## config.mk

```make
export PLATFORM = sky130hd
export DESIGN_NAME = multi_lane_pipe_regs_flat
export DESIGN_NICKNAME = d
export VERILOG_FILES = /design/src/rtl/multi_lane_pipe_regs_pkg.sv /design/src/rtl/multi_lane_pipe_regs_if.sv /design/src/rtl/multi_lane_pipe_regs_rank.sv /design/src/rtl/multi_lane_pipe_regs.sv /design/src/flat_wrapper.sv
export SDC_FILE = /design/constraint.sdc
export NUM_CORES = 1
export LEC_CHECK = 0
export ABC_AREA = 1
export BUFFER_PORTS_ARGS = -buffer_cell sky130_fd_sc_hd__buf_2
export CORE_AREA = 2 2 250 252
export DETAILED_ROUTE_END_ITERATION = 7
export DIE_AREA = 0 0 252 254
export PLACE_DENSITY = 0.59
export SYNTH_ARGS = -nofsm -noshare
export SYNTH_HDL_FRONTEND = slang
export SYNTH_SLANG_ARGS = --single-unit
```

## constraint.sdc

```tcl
create_clock -name clk -period 7.8 [get_ports clk]
set_input_delay 0.39 -clock clk [delete_from_list [all_inputs] [get_ports clk]]
set_output_delay 0.39 -clock clk [all_outputs]
set_load 0.005 [all_outputs]
```

## src/rtl/multi_lane_pipe_regs_pkg.sv

```systemverilog
// Shared defaults and helpers for the multi-lane inter-stage register chain:
// the branch lane-kill mask and the forwarding priority select.
package pipe_pkg;

   localparam int DEF_LANES     = 2;
   localparam int DEF_STAGES    = 2;
   localparam int DEF_PC_W      = 32;
   localparam int DEF_DATA_W    = 32;
   localparam int DEF_ADDR_W    = 5;
   localparam int DEF_UPD_STAGE = 0;
   localparam int DEF_RD_PORTS  = 4;

   localparam int MAX_LANES  = 16;
   localparam int MAX_STAGES = 8;
   localparam int MAX_ENT    = MAX_LANES * MAX_STAGES;

   // Surviving lanes: everything up to and including the redirecting lane.
   function automatic logic [MAX_LANES-1:0] kill_mask(input logic br_redirect,
                                                      input int   br_lane,
                                                      input int   lanes);
      kill_mask = '0;
      for (int i = 0; i < MAX_LANES; i++)
         kill_mask[i] = (i < lanes) && (!br_redirect || i <= br_lane);
   endfunction

   // Entry index is rank*lanes+lane. Youngest rank wins, then the higher lane;
   // the loop order makes the last assignment the winner. -1 means no match.
   function automatic int fwd_sel(input logic [MAX_ENT-1:0] match,
                                  input int lanes,
                                  input int stages);
      fwd_sel = -1;
      for (int r = MAX_STAGES-1; r >= 0; r--)
         for (int l = 0; l < MAX_LANES; l++)
            if (r < stages && l < lanes && match[r*lanes+l])
               fwd_sel = r*lanes + l;
   endfunction

endpackage

```

## src/rtl/multi_lane_pipe_regs_if.sv

```systemverilog
// Bus bundle for the register chain: bundle entry, control, rank taps and
// forwarding lookup ports.
interface multi_lane_pipe_regs_if #(
   parameter int LANES    = 2,
   parameter int STAGES   = 2,
   parameter int PC_W     = 32,
   parameter int DATA_W   = 32,
   parameter int ADDR_W   = 5,
   parameter int RD_PORTS = 4
);
   localparam int BRL_W = (LANES > 1) ? $clog2(LANES) : 1;

   logic                                      stall;
   logic                                      flush;
   logic [LANES-1:0]                          in_valid;
   logic [LANES-1:0][PC_W-1:0]                in_pc;
   logic [LANES-1:0]                          in_we;
   logic [LANES-1:0][ADDR_W-1:0]              in_waddr;
   logic [LANES-1:0][DATA_W-1:0]              in_wdata;
   logic                                      br_redirect;
   logic [BRL_W-1:0]                          br_lane;
   logic [LANES-1:0]                          upd_en;
   logic [LANES-1:0][DATA_W-1:0]              upd_wdata;
   logic [STAGES-1:0][LANES-1:0]              stg_valid;
   logic [STAGES-1:0][LANES-1:0][PC_W-1:0]    stg_pc;
   logic [STAGES-1:0][LANES-1:0]              stg_we;
   logic [STAGES-1:0][LANES-1:0][ADDR_W-1:0]  stg_waddr;
   logic [STAGES-1:0][LANES-1:0][DATA_W-1:0]  stg_wdata;
   logic [RD_PORTS-1:0][ADDR_W-1:0]           fwd_raddr;
   logic [RD_PORTS-1:0]                       fwd_hit;
   logic [RD_PORTS-1:0][DATA_W-1:0]           fwd_data;

   modport master (
      output stall, flush, in_valid, in_pc, in_we, in_waddr, in_wdata,
             br_redirect, br_lane, upd_en, upd_wdata, fwd_raddr,
      input  stg_valid, stg_pc, stg_we, stg_waddr, stg_wdata, fwd_hit, fwd_data
   );

   modport slave (
      input  stall, flush, in_valid, in_pc, in_we, in_waddr, in_wdata,
             br_redirect, br_lane, upd_en, upd_wdata, fwd_raddr,
      output stg_valid, stg_pc, stg_we, stg_waddr, stg_wdata, fwd_hit, fwd_data
   );
endinterface

```

## src/rtl/multi_lane_pipe_regs_rank.sv

```systemverilog
// One register rank of LANES entries: async reset, sync clear, hold,
// per-lane kill (zero everything) and per-lane wdata override.
module pipe_rank #(
   parameter int LANES  = 2,
   parameter int PC_W   = 32,
   parameter int DATA_W = 32,
   parameter int ADDR_W = 5
) (
   input  logic                            clk,
   input  logic                            rst,
   input  logic                            clr_i,
   input  logic                            hold_i,
   input  logic [LANES-1:0]                keep_i,
   input  logic [LANES-1:0]                valid_i,
   input  logic [LANES-1:0]                we_i,
   input  logic [LANES-1:0][PC_W-1:0]      pc_i,
   input  logic [LANES-1:0][ADDR_W-1:0]    waddr_i,
   input  logic [LANES-1:0][DATA_W-1:0]    wdata_i,
   input  logic [LANES-1:0]                upd_en_i,
   input  logic [LANES-1:0][DATA_W-1:0]    upd_wdata_i,
   output logic [LANES-1:0]                valid_o,
   output logic [LANES-1:0]                we_o,
   output logic [LANES-1:0][PC_W-1:0]      pc_o,
   output logic [LANES-1:0][ADDR_W-1:0]    waddr_o,
   output logic [LANES-1:0][DATA_W-1:0]    wdata_o
);
   for (genvar i = 0; i < LANES; i++) begin : g_lane
      logic              valid_q, valid_d, we_q, we_d;
      logic [PC_W-1:0]   pc_q, pc_d;
      logic [ADDR_W-1:0] waddr_q, waddr_d;
      logic [DATA_W-1:0] wdata_q, wdata_d;

      // Clear beats hold, so a flush lands even while stalled.
      always_comb begin
         valid_d = valid_q;
         we_d    = we_q;
         pc_d    = pc_q;
         waddr_d = waddr_q;
         wdata_d = wdata_q;
         if (clr_i || (!hold_i && !keep_i[i])) begin
            valid_d = 1'b0;
            we_d    = 1'b0;
            pc_d    = '0;
            waddr_d = '0;
            wdata_d = '0;
         end else if (!hold_i) begin
            valid_d = valid_i[i];
            we_d    = we_i[i];
            pc_d    = pc_i[i];
            waddr_d = waddr_i[i];
            wdata_d = upd_en_i[i] ? upd_wdata_i[i] : wdata_i[i];
         end
      end

      always_ff @(posedge clk or posedge rst) begin
         if (rst) begin
            valid_q <= 1'b0;
            we_q    <= 1'b0;
            pc_q    <= '0;
            waddr_q <= '0;
            wdata_q <= '0;
         end else begin
            valid_q <= valid_d;
            we_q    <= we_d;
            pc_q    <= pc_d;
            waddr_q <= waddr_d;
            wdata_q <= wdata_d;
         end
      end

      assign valid_o[i] = valid_q;
      assign we_o[i]    = we_q;
      assign pc_o[i]    = pc_q;
      assign waddr_o[i] = waddr_q;
      assign wdata_o[i] = wdata_q;
   end
endmodule

```

## src/rtl/multi_lane_pipe_regs.sv

```systemverilog
// Multi-issue inter-stage register chain: STAGES ranks of LANES slots with
// branch kill on entry, mid-chain wdata replacement and forwarding lookup.
module multi_lane_pipe_regs
   import pipe_pkg::*;
#(
   parameter int LANES     = DEF_LANES,
   parameter int STAGES    = DEF_STAGES,
   parameter int PC_W      = DEF_PC_W,
   parameter int DATA_W    = DEF_DATA_W,
   parameter int ADDR_W    = DEF_ADDR_W,
   parameter int UPD_STAGE = DEF_UPD_STAGE,
   parameter int RD_PORTS  = DEF_RD_PORTS
) (
   input  logic                  clk,
   input  logic                  rst,
   multi_lane_pipe_regs_if.slave bus
);
   localparam int BRL_W = (LANES > 1) ? $clog2(LANES) : 1;

   logic [STAGES-1:0][LANES-1:0]              stg_valid, stg_we;
   logic [STAGES-1:0][LANES-1:0][PC_W-1:0]    stg_pc;
   logic [STAGES-1:0][LANES-1:0][ADDR_W-1:0]  stg_waddr;
   logic [STAGES-1:0][LANES-1:0][DATA_W-1:0]  stg_wdata;

   logic [STAGES-1:0][LANES-1:0]              r_valid, r_we, r_keep, r_upd;
   logic [STAGES-1:0][LANES-1:0][PC_W-1:0]    r_pc;
   logic [STAGES-1:0][LANES-1:0][ADDR_W-1:0]  r_waddr;
   logic [STAGES-1:0][LANES-1:0][DATA_W-1:0]  r_wdata;

   logic [MAX_LANES-1:0] keep_all;
   logic                 unused_keep;
   int                   brl;

   assign brl         = {{(32-BRL_W){1'b0}}, bus.br_lane};
   assign keep_all    = kill_mask(bus.br_redirect, brl, LANES);
   assign unused_keep = ^keep_all;

   for (genvar s = 0; s < STAGES; s++) begin : g_rank
      if (s == 0) begin : g_entry
         assign r_valid[s] = bus.in_valid;
         assign r_we[s]    = bus.in_we & bus.in_valid;
         assign r_pc[s]    = bus.in_pc;
         assign r_waddr[s] = bus.in_waddr;
         assign r_wdata[s] = bus.in_wdata;
         assign r_keep[s]  = keep_all[LANES-1:0];
      end else begin : g_chain
         assign r_valid[s] = stg_valid[s-1];
         assign r_we[s]    = stg_we[s-1];
         assign r_pc[s]    = stg_pc[s-1];
         assign r_waddr[s] = stg_waddr[s-1];
         assign r_wdata[s] = stg_wdata[s-1];
         assign r_keep[s]  = '1;
      end
      assign r_upd[s] = (s == UPD_STAGE + 1) ? bus.upd_en : '0;

      pipe_rank #(.LANES(LANES), .PC_W(PC_W), .DATA_W(DATA_W), .ADDR_W(ADDR_W)) u_rank (
         .clk        (clk),
         .rst        (rst),
         .clr_i      (bus.flush),
         .hold_i     (bus.stall),
         .keep_i     (r_keep[s]),
         .valid_i    (r_valid[s]),
         .we_i       (r_we[s]),
         .pc_i       (r_pc[s]),
         .waddr_i    (r_waddr[s]),
         .wdata_i    (r_wdata[s]),
         .upd_en_i   (r_upd[s]),
         .upd_wdata_i(bus.upd_wdata),
         .valid_o    (stg_valid[s]),
         .we_o       (stg_we[s]),
         .pc_o       (stg_pc[s]),
         .waddr_o    (stg_waddr[s]),
         .wdata_o    (stg_wdata[s])
      );
   end

   assign bus.stg_valid = stg_valid;
   assign bus.stg_we    = stg_we;
   assign bus.stg_pc    = stg_pc;
   assign bus.stg_waddr = stg_waddr;
   assign bus.stg_wdata = stg_wdata;

   // Lookup sees registered state only; r0 is never a real writer.
   for (genvar p = 0; p < RD_PORTS; p++) begin : g_fwd
      logic [MAX_ENT-1:0] match;
      int                 sel;
      logic               hit;
      logic [DATA_W-1:0]  data;

      always_comb begin
         match = '0;
         for (int r = 0; r < STAGES; r++)
            for (int l = 0; l < LANES; l++)
               match[r*LANES+l] = stg_valid[r][l] & stg_we[r][l] &
                                  (stg_waddr[r][l] == bus.fwd_raddr[p]) &
                                  (bus.fwd_raddr[p] != '0);
         sel  = fwd_sel(match, LANES, STAGES);
         hit  = (sel >= 0);
         data = '0;
         for (int r = 0; r < STAGES; r++)
            for (int l = 0; l < LANES; l++)
               if (sel == r*LANES + l) data = stg_wdata[r][l];
      end

      assign bus.fwd_hit[p]  = hit;
      assign bus.fwd_data[p] = data;
   end
endmodule

```

## src/flat_wrapper.sv

```systemverilog
// flat-port wrapper written by rule: the top's interface ports become plain ports
module multi_lane_pipe_regs_flat import pipe_pkg::*;
#(
   parameter int LANES     = DEF_LANES,
   parameter int STAGES    = DEF_STAGES,
   parameter int PC_W      = DEF_PC_W,
   parameter int DATA_W    = DEF_DATA_W,
   parameter int ADDR_W    = DEF_ADDR_W,
   parameter int UPD_STAGE = DEF_UPD_STAGE,
   parameter int RD_PORTS  = DEF_RD_PORTS
)
  (clk, rst, bus_stall, bus_flush, bus_in_valid, bus_in_pc, bus_in_we, bus_in_waddr, bus_in_wdata, bus_br_redirect, bus_br_lane, bus_upd_en, bus_upd_wdata, bus_fwd_raddr, bus_stg_valid, bus_stg_pc, bus_stg_we, bus_stg_waddr, bus_stg_wdata, bus_fwd_hit, bus_fwd_data);
  multi_lane_pipe_regs_if #(.LANES(LANES), .STAGES(STAGES), .PC_W(PC_W), .DATA_W(DATA_W), .ADDR_W(ADDR_W), .RD_PORTS(RD_PORTS)) bus_i ();
  input  logic clk;
  input  logic rst;
  input wire logic [$bits(bus_i.stall)-1:0] bus_stall;
  input wire logic [$bits(bus_i.flush)-1:0] bus_flush;
  input wire logic [$bits(bus_i.in_valid)-1:0] bus_in_valid;
  input wire logic [$bits(bus_i.in_pc)-1:0] bus_in_pc;
  input wire logic [$bits(bus_i.in_we)-1:0] bus_in_we;
  input wire logic [$bits(bus_i.in_waddr)-1:0] bus_in_waddr;
  input wire logic [$bits(bus_i.in_wdata)-1:0] bus_in_wdata;
  input wire logic [$bits(bus_i.br_redirect)-1:0] bus_br_redirect;
  input wire logic [$bits(bus_i.br_lane)-1:0] bus_br_lane;
  input wire logic [$bits(bus_i.upd_en)-1:0] bus_upd_en;
  input wire logic [$bits(bus_i.upd_wdata)-1:0] bus_upd_wdata;
  input wire logic [$bits(bus_i.fwd_raddr)-1:0] bus_fwd_raddr;
  output wire logic [$bits(bus_i.stg_valid)-1:0] bus_stg_valid;
  output wire logic [$bits(bus_i.stg_pc)-1:0] bus_stg_pc;
  output wire logic [$bits(bus_i.stg_we)-1:0] bus_stg_we;
  output wire logic [$bits(bus_i.stg_waddr)-1:0] bus_stg_waddr;
  output wire logic [$bits(bus_i.stg_wdata)-1:0] bus_stg_wdata;
  output wire logic [$bits(bus_i.fwd_hit)-1:0] bus_fwd_hit;
  output wire logic [$bits(bus_i.fwd_data)-1:0] bus_fwd_data;
  assign bus_i.stall = bus_stall;
  assign bus_i.flush = bus_flush;
  assign bus_i.in_valid = bus_in_valid;
  assign bus_i.in_pc = bus_in_pc;
  assign bus_i.in_we = bus_in_we;
  assign bus_i.in_waddr = bus_in_waddr;
  assign bus_i.in_wdata = bus_in_wdata;
  assign bus_i.br_redirect = bus_br_redirect;
  assign bus_i.br_lane = bus_br_lane;
  assign bus_i.upd_en = bus_upd_en;
  assign bus_i.upd_wdata = bus_upd_wdata;
  assign bus_i.fwd_raddr = bus_fwd_raddr;
  assign bus_stg_valid = bus_i.stg_valid;
  assign bus_stg_pc = bus_i.stg_pc;
  assign bus_stg_we = bus_i.stg_we;
  assign bus_stg_waddr = bus_i.stg_waddr;
  assign bus_stg_wdata = bus_i.stg_wdata;
  assign bus_fwd_hit = bus_i.fwd_hit;
  assign bus_fwd_data = bus_i.fwd_data;
  multi_lane_pipe_regs #(.LANES(LANES), .STAGES(STAGES), .PC_W(PC_W), .DATA_W(DATA_W), .ADDR_W(ADDR_W), .UPD_STAGE(UPD_STAGE), .RD_PORTS(RD_PORTS)) u_core (.clk(clk), .rst(rst), .bus(bus_i));
endmodule
```

-- Word-level counts from Yosys, hierarchy flattened
Index checks and enable logic that the tools add are counted.
- word-level logic and storage cells: 186
- input bits: 234
- bits in registers: 284
- bitwise operators: 37
- muxes and demuxes: 74
- eq/ne operators: 31
- reductions and logical operators: 18
- order comparisons: 6
- operator list (kind ; number):
    $mux 32 ; 50
    $eq 32x3->1 const B ; 8
    $eq 32x2->1 const B ; 4
    $ge 32x1->1 const B ; 4
    $logic_not 32->1 ; 4
    $eq 5x5->1 ; 16
    $mux 5 ; 8
    $and 1x1->1 ; 36
    $reduce_bool 5->1 ; 4
    $mux 1 ; 16
    $ne 2x1->1 const B ; 3
    $logic_not 1->1 ; 4
    $logic_or 1x1->1 ; 4
    $and 2x2->2 ; 1
    $le 1x1->1 const A ; 2
    $logic_and 1x1->1 ; 2

-- Longest topological paths before layout
Gate-level depths: netlist (run 1).
- word-level depth: 12
- mapped depth: 13

-- Hierarchy
From an unflattened synthesis (run 1), not the netlist that was laid out.
- cells, all modules: 2980
- area total of the unflattened synthesis: 18499.0 um^2
- modules (own cells, without submodules) (module ; instances ; cells each ; area an instance (um^2)):
    pipe_rank ; 2 ; 816 ; 6139.6
    multi_lane_pipe_regs ; 1 ; 1348 ; 6219.7

-- Worst setup path before layout (run 1)
No wires, ideal clock.
- kind: input-to-output
- start point: input bus_fwd_raddr[2]
- end point: output bus_fwd_hit[0]
- stages on the path: 12
- path buffers: 4
- required time: 7.410 ns
- slack: 5.807 ns
- arrival: 1.603 ns
- path through: buf_2 > inv_1 > nand2_1 > nor2_2 > nand2_4 > nand3_1 > nor2_2 > nor2_2 > buf_4 > buf_2 > nand3b_1 > buf_4
- longest elaborated chain between the ends: 8
- elaborated cells on any way between the ends: 18
- ends and longest elaborated chain (item ; line ; source):
    from (decl) ; flat_wrapper.sv:27 ; input wire logic [$bits(bus_i.fwd_raddr)-1:0] bus_fwd_raddr;
    $eq 5x5->1 ; multi_lane_pipe_regs.sv:95 ; (stg_waddr[r][l] == bus.fwd_raddr[p]) &
    $and 1x1->1 ; multi_lane_pipe_regs.sv:94 ; match[r*LANES+l] = stg_valid[r][l] & stg_we[r][l] &
    $and 1x1->1 ; multi_lane_pipe_regs.sv:95 ;
    $mux 32 (3 in a row) ; multi_lane_pipe_regs_pkg.sv:34 ; if (r < stages && l < lanes && match[r*lanes+l])
    $mux 32 (*) ; multi_lane_pipe_regs_pkg.sv:34 ;
    $ge 32x1->1 (*) ; multi_lane_pipe_regs.sv:98 ; hit = (sel >= 0);
    to (decl) ; flat_wrapper.sv:33 ; output wire logic [$bits(bus_i.fwd_hit)-1:0] bus_fwd_hit;
Every way passes the cells marked *; elsewhere a longest branch is shown, timed or not.

-- Worst setup path in the final report (run 1)
- start point: register u_core.g_rank[0].u_rank.g_lane[1].waddr_q[3]
- end point: output bus_fwd_data[39]
- longest elaborated chain between the ends: 9
- elaborated cells on any way between the ends: 12
- ends and longest elaborated chain (item ; line ; source):
    from (decl) ; multi_lane_pipe_regs_rank.sv:30 ; logic [ADDR_W-1:0] waddr_q, waddr_d;
    from (signal assigned) ; multi_lane_pipe_regs_rank.sv:66 ; waddr_q <= waddr_d;
    $eq 5x5->1 (*) ; multi_lane_pipe_regs.sv:95 ;
    $and 1x1->1 (*) ; multi_lane_pipe_regs.sv:94 ;
    $and 1x1->1 (*) ; multi_lane_pipe_regs.sv:95 ;
    $mux 32 (*) ; multi_lane_pipe_regs_pkg.sv:34 ;
    $logic_not 32->1 ; multi_lane_pipe_regs.sv:102 ; if (sel == r*LANES + l) data = stg_wdata[r][l];
    $mux 32 (3 in a row) ; multi_lane_pipe_regs.sv:102 ;
    $mux 32 (*) ; multi_lane_pipe_regs.sv:102 ;
    to (decl) ; flat_wrapper.sv:34 ; output wire logic [$bits(bus_i.fwd_data)-1:0] bus_fwd_data;
Marks and branches as above.

==> reports/results.ini, run 1 <==
[outcome]
status = finished, final reports clean

[detailed_routing]
first_pass_iters = 6
wl_um = 95400
drt_iter0_markers = 2206
vias = 20327
top_layer = met5
vias_per_cell = 5.37
m1WireLength_um = 37600
drc_errors = 0
wl_met2_um = 43500
wl_met3_um = 10400
antenna_left = 0
wl_per_cell_um = 25.2

[cells_and_area]
final_common_cell = nand2_1
stdcell_area_um2 = 21900
final_cells = 3784
synthToLayoutAreaGrowth_pct = 30.5
register_area_um2 = 7110
finalNetCount = 3194
multi_input_area_um2 = 8110
fillers = 6762
drive_gt1_share_pct = 26.2
layout_common_cells = nand2_1 (667), buf_2 (648), o21ai_0 (337)

[setup_path]
max_stage_delay_ns = 0.78
startpoint_type = register
critical_path.endpoint = bus_fwd_data[39]
worstSetupStartpoint = u_core.g_rank[0].u_rank.g_lane[1].waddr_q[3]
r2r-end = u_core.g_rank[1].u_rank.g_lane[0].wdata_q[19]
worstPathCellList = inv_1 > nand2_1 > nand2_1 > inv_1 > nand2_1 > nor2_1 > nand2_2 > nand2_1 > nor2_4 > buf_4 > inv_1 > nor2_1 > nor2_1 > nand2_1 > buf_2
path_buf_inv = 5
reg2reg_from = u_core.g_rank[0].u_rank.g_lane[0].wdata_q[19]
cpMaxStageDelayCell = nand2_2
required_ns = 7.41
reg2reg_slack_ns = 6.56
cpMostUsedCell = nand2_1
rr_worst_depth = 4
criticalPathCategory = register to primary output
critical-path-top-delay-family = simple AND/OR/NAND/NOR gates
cp-end-kind = primary output
path_max_fanout = 34
cp.depth = 15
critPathArrivalTime_ns = 4.05

[logic_synthesis]
postSynthCellCount = 2407
synthXorXnorAreaFrac_pct = 0.418
synth_top_family_by_area = simple AND/OR/NAND/NOR gates
synth_nets = 2641
synth_cell_type_count = 29
synth_compound_area_share_pct = 13.2
synth_mux_area_share_pct = 0
ys_seq_area_share_pct = 42.4
synth_seq_cells = 284
yosysTopAreaCell = dfrtp_1
synthesis.area_um2 = 16800
synth-simple-area-share_pct = 34.2
syn_avg_cell_area_um2 = 6.96
synth_fa_ha_area_share_pct = 0
ys_top_cells_by_area = dfrtp_1 (42%), nand2_1 (15%), o21ai_0 (10%), nand3_1 (8.7%), inv_1 (4.9%)
yosysWarnings = 0
synth_top_area_share_pct = 42.4

[floorplanning]
dieArea_um2 = 64000
core_um2 = 61300
ioPinCount = 650
num_rows = 91
start_util_pct = 27.4
die_w_um = 252
die_h_um = 254

[sta]
setup_violations = 0
max_slew_margin_pct = 15.6
fin_crit_ns = 4.44
clock-skew-final_ns = 0.0193
fin_tns_setup_ns = 0
tightestPinTransition_ns = 1.26
period_share_pct = 56.9
fmax_mhz = 225
hold_viol_final = 0
drv_slew = 0
holdWs_ns = 0.0341
rsz0062_at_grt = false

[global_routing]
grt_max_degree = 133
grt_antenna_before_repair = 18
grt_pass1_wl_um = 136000
grtUsageTotal_pct = 28.9
grt_overflow_total = 0
grt_pass1_vias = 19502

[power]
p_leak_nw = 11.2
ir_drop_uv = 163
p_per_area_nw_per_um2 = 181

[cts]
path_clk_slew_ns = 0.07
clk_latency_ns = 0.56
htree_num_levels = 2
numCtsBuffers = 36
cts_post_setup_buffers_inserted = 0
cts_resized = 0
cts_tree = built
cts_hold_buf = 1
clockBufferDepth = 3
root_buffer = clkbuf_16
clock-sinks = 284

[place]
dp.cells = 3711
postPlaceCellArea_um2 = 20600
place_hpwl_um = 65500
place_congestion = 0.966
port_buffers = 649

[worst_hold_path]
hold_class = input pin to register

[job]
drv_cap = 0

## worst min-delay path by stage
stage,start,endpoint,slack (ns),cells after the start
after detailed placement,u_core.g_rank[1].u_rank.g_lane[0].pc_q[12],u_core.g_rank[1].u_rank.g_lane[0].pc_q[12],0.50,2
after global placement,u_core.g_rank[1].u_rank.g_lane[0].pc_q[0],u_core.g_rank[1].u_rank.g_lane[0].pc_q[0],0.49,2
after global routing,bus_in_pc[9],u_core.g_rank[0].u_rank.g_lane[0].pc_q[9],0.03,3
after floorplan,u_core.g_rank[1].u_rank.g_lane[0].we_q,u_core.g_rank[1].u_rank.g_lane[0].we_q,0.50,2
final,bus_in_wdata[32],u_core.g_rank[0].u_rank.g_lane[1].wdata_q[0],0.03,3
after CTS,bus_in_wdata[35],u_core.g_rank[0].u_rank.g_lane[1].wdata_q[3],0.01,3
## area by class of cell
cell class	instances	share of cell area, %
Multi-Input combinational cell	1724	37.1
Sequential cell	284	32.5
Inverter	234	4.04
Clock inverter	17	1.12
Tap cell	790	4.52
Clock buffer	48	4.60
Antenna cell	7	0.0801
Timing Repair Buffer	680	16.1
## power breakdown
part	internal (mW)	total [mW]	switching, mW
Combinational	0.158	0.478	0.320
Sequential	1.54	1.67	0.123
Clock	1.08	1.82	0.743
Total	2.78	3.97	1.19
## tightest hold or removal path, stage by stage
cell and delay (ns):
buf_2 0.07, nand2_1 0.04, o21ai_0 0.06
## per-layer routing
metal / vias to the layer above / global-route usage (%)
li1: 9048 / -
met1: 9710 / 36.7
met2: 1282 / 45.2
met3: 265 / 9.14
met4: 22 / 11.9
met5: - / 0
## cell usage after synthesis
library cell,instances
a21oi_1,7
a21oi_2,1
a32o_1,1
buf_1,17
buf_2,45
buf_4,23
buf_6,1
clkbuf_1,79
clkinv_1,1
dfrtp_1,284
inv_1,217
inv_2,16
nand2_1,671
nand2_2,1
nand2_4,1
nand3_1,293
nand3b_1,58
nand4_1,88
nor2_1,164
nor2_2,11
nor2_4,2
nor3_1,5
nor3_2,1
o211ai_1,1
o21ai_0,337
o21ai_1,3
o22ai_1,71
xnor2_1,3
xor2_1,5
## flip-flops by register name, summed over array words and instances, names as in the netlist
signal,count
u_core.g_rank.u_rank.g_lane.valid_q,4
u_core.g_rank.u_rank.g_lane.wdata_q,128
u_core.g_rank.u_rank.g_lane.waddr_q,20
u_core.g_rank.u_rank.g_lane.we_q,4
u_core.g_rank.u_rank.g_lane.pc_q,128
## per-stage QoR
| step | setup WS [ns] | power (mW) | utilization, % |
|---|---|---|---|
| 6_report | 3.36 | 3.97 | 35.7 |
| 5_1_grt | 3.17 | 4.11 | 35.7 |
| 4_1_cts | 3.46 | 3.98 | 35.7 |
| 3_5_place_dp | 3.96 | 2.16 | 33.6 |
| 3_3_place_gp | 4.01 | 2.16 | 33.6 |
| 2_1_floorplan | 3.65 | 1.86 | - |
## kinds of logic (layout without fill, tap and decap cells)
family	count (synthesis)	after routing
flops	284	284
buf+inv	399	979
xor+xnor	8	8
compound gates	421	421
other cells	0	7
simple gates	1295	1295
(Power assumes the default switching activity.)
==> inputs of run 2 (changes only) <==
Clock period 7.8 ns to 4 ns, I/O delays scaled along.
==> run 2 against run 1 <==
Against the previous run:
- worst setup slack got worse by 3.0 ns
- register-to-register slack got worse by 3.9 ns
- count of clock-buffer cells in the layout is 4 lower
- first-iteration DRC count grew 2.1%
- hold slack worse by 0.013 ns
- flip-flop and latch count is the same
- cell area up 9.1%
- critical path type unchanged
- highest routed layer unchanged
==> reports/results.ini, run 2 (synthesis results as in run 1) <==
[outcome]
status = finished, final reports clean

[cells_and_area]
stdcell_area_um2 = 23900  ; +9.1%
drive_gt1_share_pct = 24.6  ; -1.6 points
multi_input_area_um2 = 8110  ; unchanged
register_area_um2 = 7110  ; unchanged
fillers = 6473  ; -4.3%
layout_common_cells = nand2_1 (667), buf_2 (648), o21ai_0 (337)
synthToLayoutAreaGrowth_pct = 42.4
finalNetCount = 3403  ; +6.5%
final_cells = 3981  ; +5.2%
finish.utilization_pct = 39.0  ; +3.3 points
final_common_cell = nand2_1
top_regs = u_core.g_rank.u_rank.g_lane.pc_q x128, u_core.g_rank.u_rank.g_lane.wdata_q x128, u_core.g_rank.u_rank.g_lane.waddr_q x20

[power]
ir_drop_uv = 305  ; +88%
p_leak_nw = 12.1  ; +7.6%
switching_share_pct = 30.3  ; +0.45 points
switchingPower_mw = 2.30  ; +94%
intPower_mw = 5.29  ; +90%
p_clk_share_pct = 42.4  ; -3.6 points
p_per_area_nw_per_um2 = 318  ; +75%
seqPwrFrac_pct = 43.0  ; +1.0 points
pwr-share-comb_pct = 14.5  ; +2.5 points

[setup_path]
rr_worst_depth = 4  ; unchanged
cp-end-kind = primary output
criticalPathCategory = register to primary output
required_ns = 3.80  ; -3.61 ns
max_stage_delay_ns = 0.57  ; -0.21 ns
path_max_fanout = 65  ; +91%
startpoint_type = register
path_buf_inv = 2  ; -3
worstPathCellList = nand2_1 > a21oi_1 > nand3_1 > nor2_4 > nor2_4 > buf_4 > nand3_1 > nand3b_1 > buf_2
cpMaxStageDelayCell = nor2_4
critPathArrivalTime_ns = 3.41  ; -0.64 ns
reg2reg_slack_ns = 2.67  ; -3.89 ns
critical-path-top-delay-family = simple AND/OR/NAND/NOR gates
cp.depth = 9  ; -6

[global_routing]
grt_pass1_vias = 20507  ; +5.2%
grt_pass1_wl_um = 139000  ; +1.8%
grt_max_degree = 135  ; +1.5%
grt_overflow_total = 0  ; unchanged
grt_antenna_before_repair = 6  ; -12
grtUsageTotal_pct = 29.3  ; +0.42 points

[place]
port_buffers = 649  ; unchanged
place_congestion = 0.988  ; +2.3%
dp_slack_ns = 1.11  ; -2.86 ns
place_hpwl_um = 67400  ; +3.0%
dp.cells = 3717  ; +0.16%
postPlaceCellArea_um2 = 20700  ; +0.58%

[cts]
cts_post_setup_buffers_inserted = 0  ; unchanged
path_clk_slew_ns = 0.06  ; about the same
clockBufferDepth = 3  ; unchanged
clk_latency_ns = 0.56  ; about the same
htree_num_levels = 2  ; unchanged
cts_tree = built
numCtsBuffers = 36  ; unchanged
clock-sinks = 284  ; unchanged
root_buffer = clkbuf_16

[detailed_routing]
drt_iter0_markers = 2252  ; +2.1%
vias = 21252  ; +4.6%
drc_errors = 0  ; unchanged
wl_met3_um = 9810  ; -6.0%
top_layer = met5
vias_per_cell = 5.34  ; -0.62%
wl_met2_um = 44100  ; +1.5%
wl_per_cell_um = 24.5  ; -2.7%
antenna_left = 0  ; unchanged
wl_um = 97700  ; +2.3%
m1WireLength_um = 38200  ; +1.4%
first_pass_iters = 6  ; unchanged

[floorplanning]
core_um2 = 61300  ; unchanged
ioPinCount = 650  ; unchanged
start_util_pct = 27.4  ; unchanged
die_w_um = 252  ; unchanged
die_h_um = 254  ; unchanged
dieArea_um2 = 64000  ; unchanged
num_rows = 91  ; unchanged

[sta]
tightestPinTransition_ns = 1.19  ; -0.0712 ns
layout_setup_ws_ns = 0.394  ; -2.97 ns
hold_viol_final = 0  ; unchanged
drv_slew = 0  ; unchanged
setup_violations = 0  ; unchanged
fin_crit_ns = 3.61
fmax_mhz = 277
period_share_pct = 90.2
fin_tns_setup_ns = 0  ; unchanged
clock-skew-final_ns = 0.0185  ; -0.000852 ns
max_slew_margin_pct = 20.6  ; +4.9 points
rsz0062_at_grt = false

[worst_hold_path]
hold_class = input pin to register
holdPathStages = 3  ; unchanged

[job]
drv_cap = 0  ; unchanged

==> run 2: changes by cell type in the layout (fill, tap and decap cells not counted) <==
cell / before / now
clkbuf_1: 6 / 5
diode_2: 7 / 1
bufinv_16: 5 / 2
dlygate4sd3_1: 1 / 204
clkinv_2: 3 / 9
buf_12: 2 / 8
clkbuf_8: 6 / 3
clkinvlp_4: 6 / 2
inv_6: 2 / 1
==> run 2: final timing paths <==
path	from	to
worst max-delay path	u_core.g_rank[0].u_rank.g_lane[0].valid_q	bus_fwd_data[1]
worst min-delay path	bus_upd_wdata[10]	u_core.g_rank[1].u_rank.g_lane[0].wdata_q[10]
worst max register to register	u_core.g_rank[0].u_rank.g_lane[0].wdata_q[19]	u_core.g_rank[1].u_rank.g_lane[0].wdata_q[19]
worst min register to register	u_core.g_rank[1].u_rank.g_lane[0].pc_q[10]	u_core.g_rank[1].u_rank.g_lane[0].pc_q[10]
max in group asynchronous	rst	u_core.g_rank[0].u_rank.g_lane[0].wdata_q[15]
min in group asynchronous	rst	u_core.g_rank[0].u_rank.g_lane[0].pc_q[10]
==> run 2: routing by layer <==
metal | vias to the layer above | track usage [%]
li1 | 9467 | -
met2 | 1399 | 46.6
met4 | 10 | 15.1
met5 | - | 0
met1 | 10072 | 36.7
met3 | 304 | 7.47
==> run 2: per-stage QoR <==
| stage | hold WS (ns) | power [mW] |
|---|---|---|
| 2_1_floorplan | 0.321 | 3.62 |
| 3_3_place_gp | 0.406 | 4.24 |
| 3_5_place_dp | 0.412 | 4.23 |
| 4_1_cts | 0.00498 | 7.62 |
| 5_1_grt | 0.0316 | 7.86 |
| 6_report | 0.0210 | 7.59 |
==> run 2: area by class of cell <==
type,instances,share of cell area [%]
multi-input combinational,1724,34.0
sequential,284,29.8
timing repair buffer,889,23.7
tap,790,4.14
clock buffer,44,4.03
inverter,234,3.71
clock inverter,15,0.613
antenna,1,0.0105
==> run 2: tightest hold or removal path, stage by stage <==
cell,delay (ns)
buf_2,0.10
o21ai_0,0.08
o21ai_0,0.15
==> run 2: power by group through the flow <==
| stage | clock [mW] | combinational, mW | sequential (mW) |
|---|---|---|---|
| floorplan | 0 | 0.412 | 3.21 |
| global placement | 0 | 0.931 | 3.30 |
| detailed placement | 0 | 0.929 | 3.30 |
| CTS | 3.27 | 1.09 | 3.25 |
| global route | 3.38 | 1.21 | 3.27 |
| finish | 3.22 | 1.10 | 3.27 |
==> run 2: timing repair <==
item / 4_1_cts / 5_1_grt
hold buffers: 204 / 0
setup endpoints to repair: 0 / 0
resized for setup: 0 / 0
hold endpoints to repair: 486 / 0
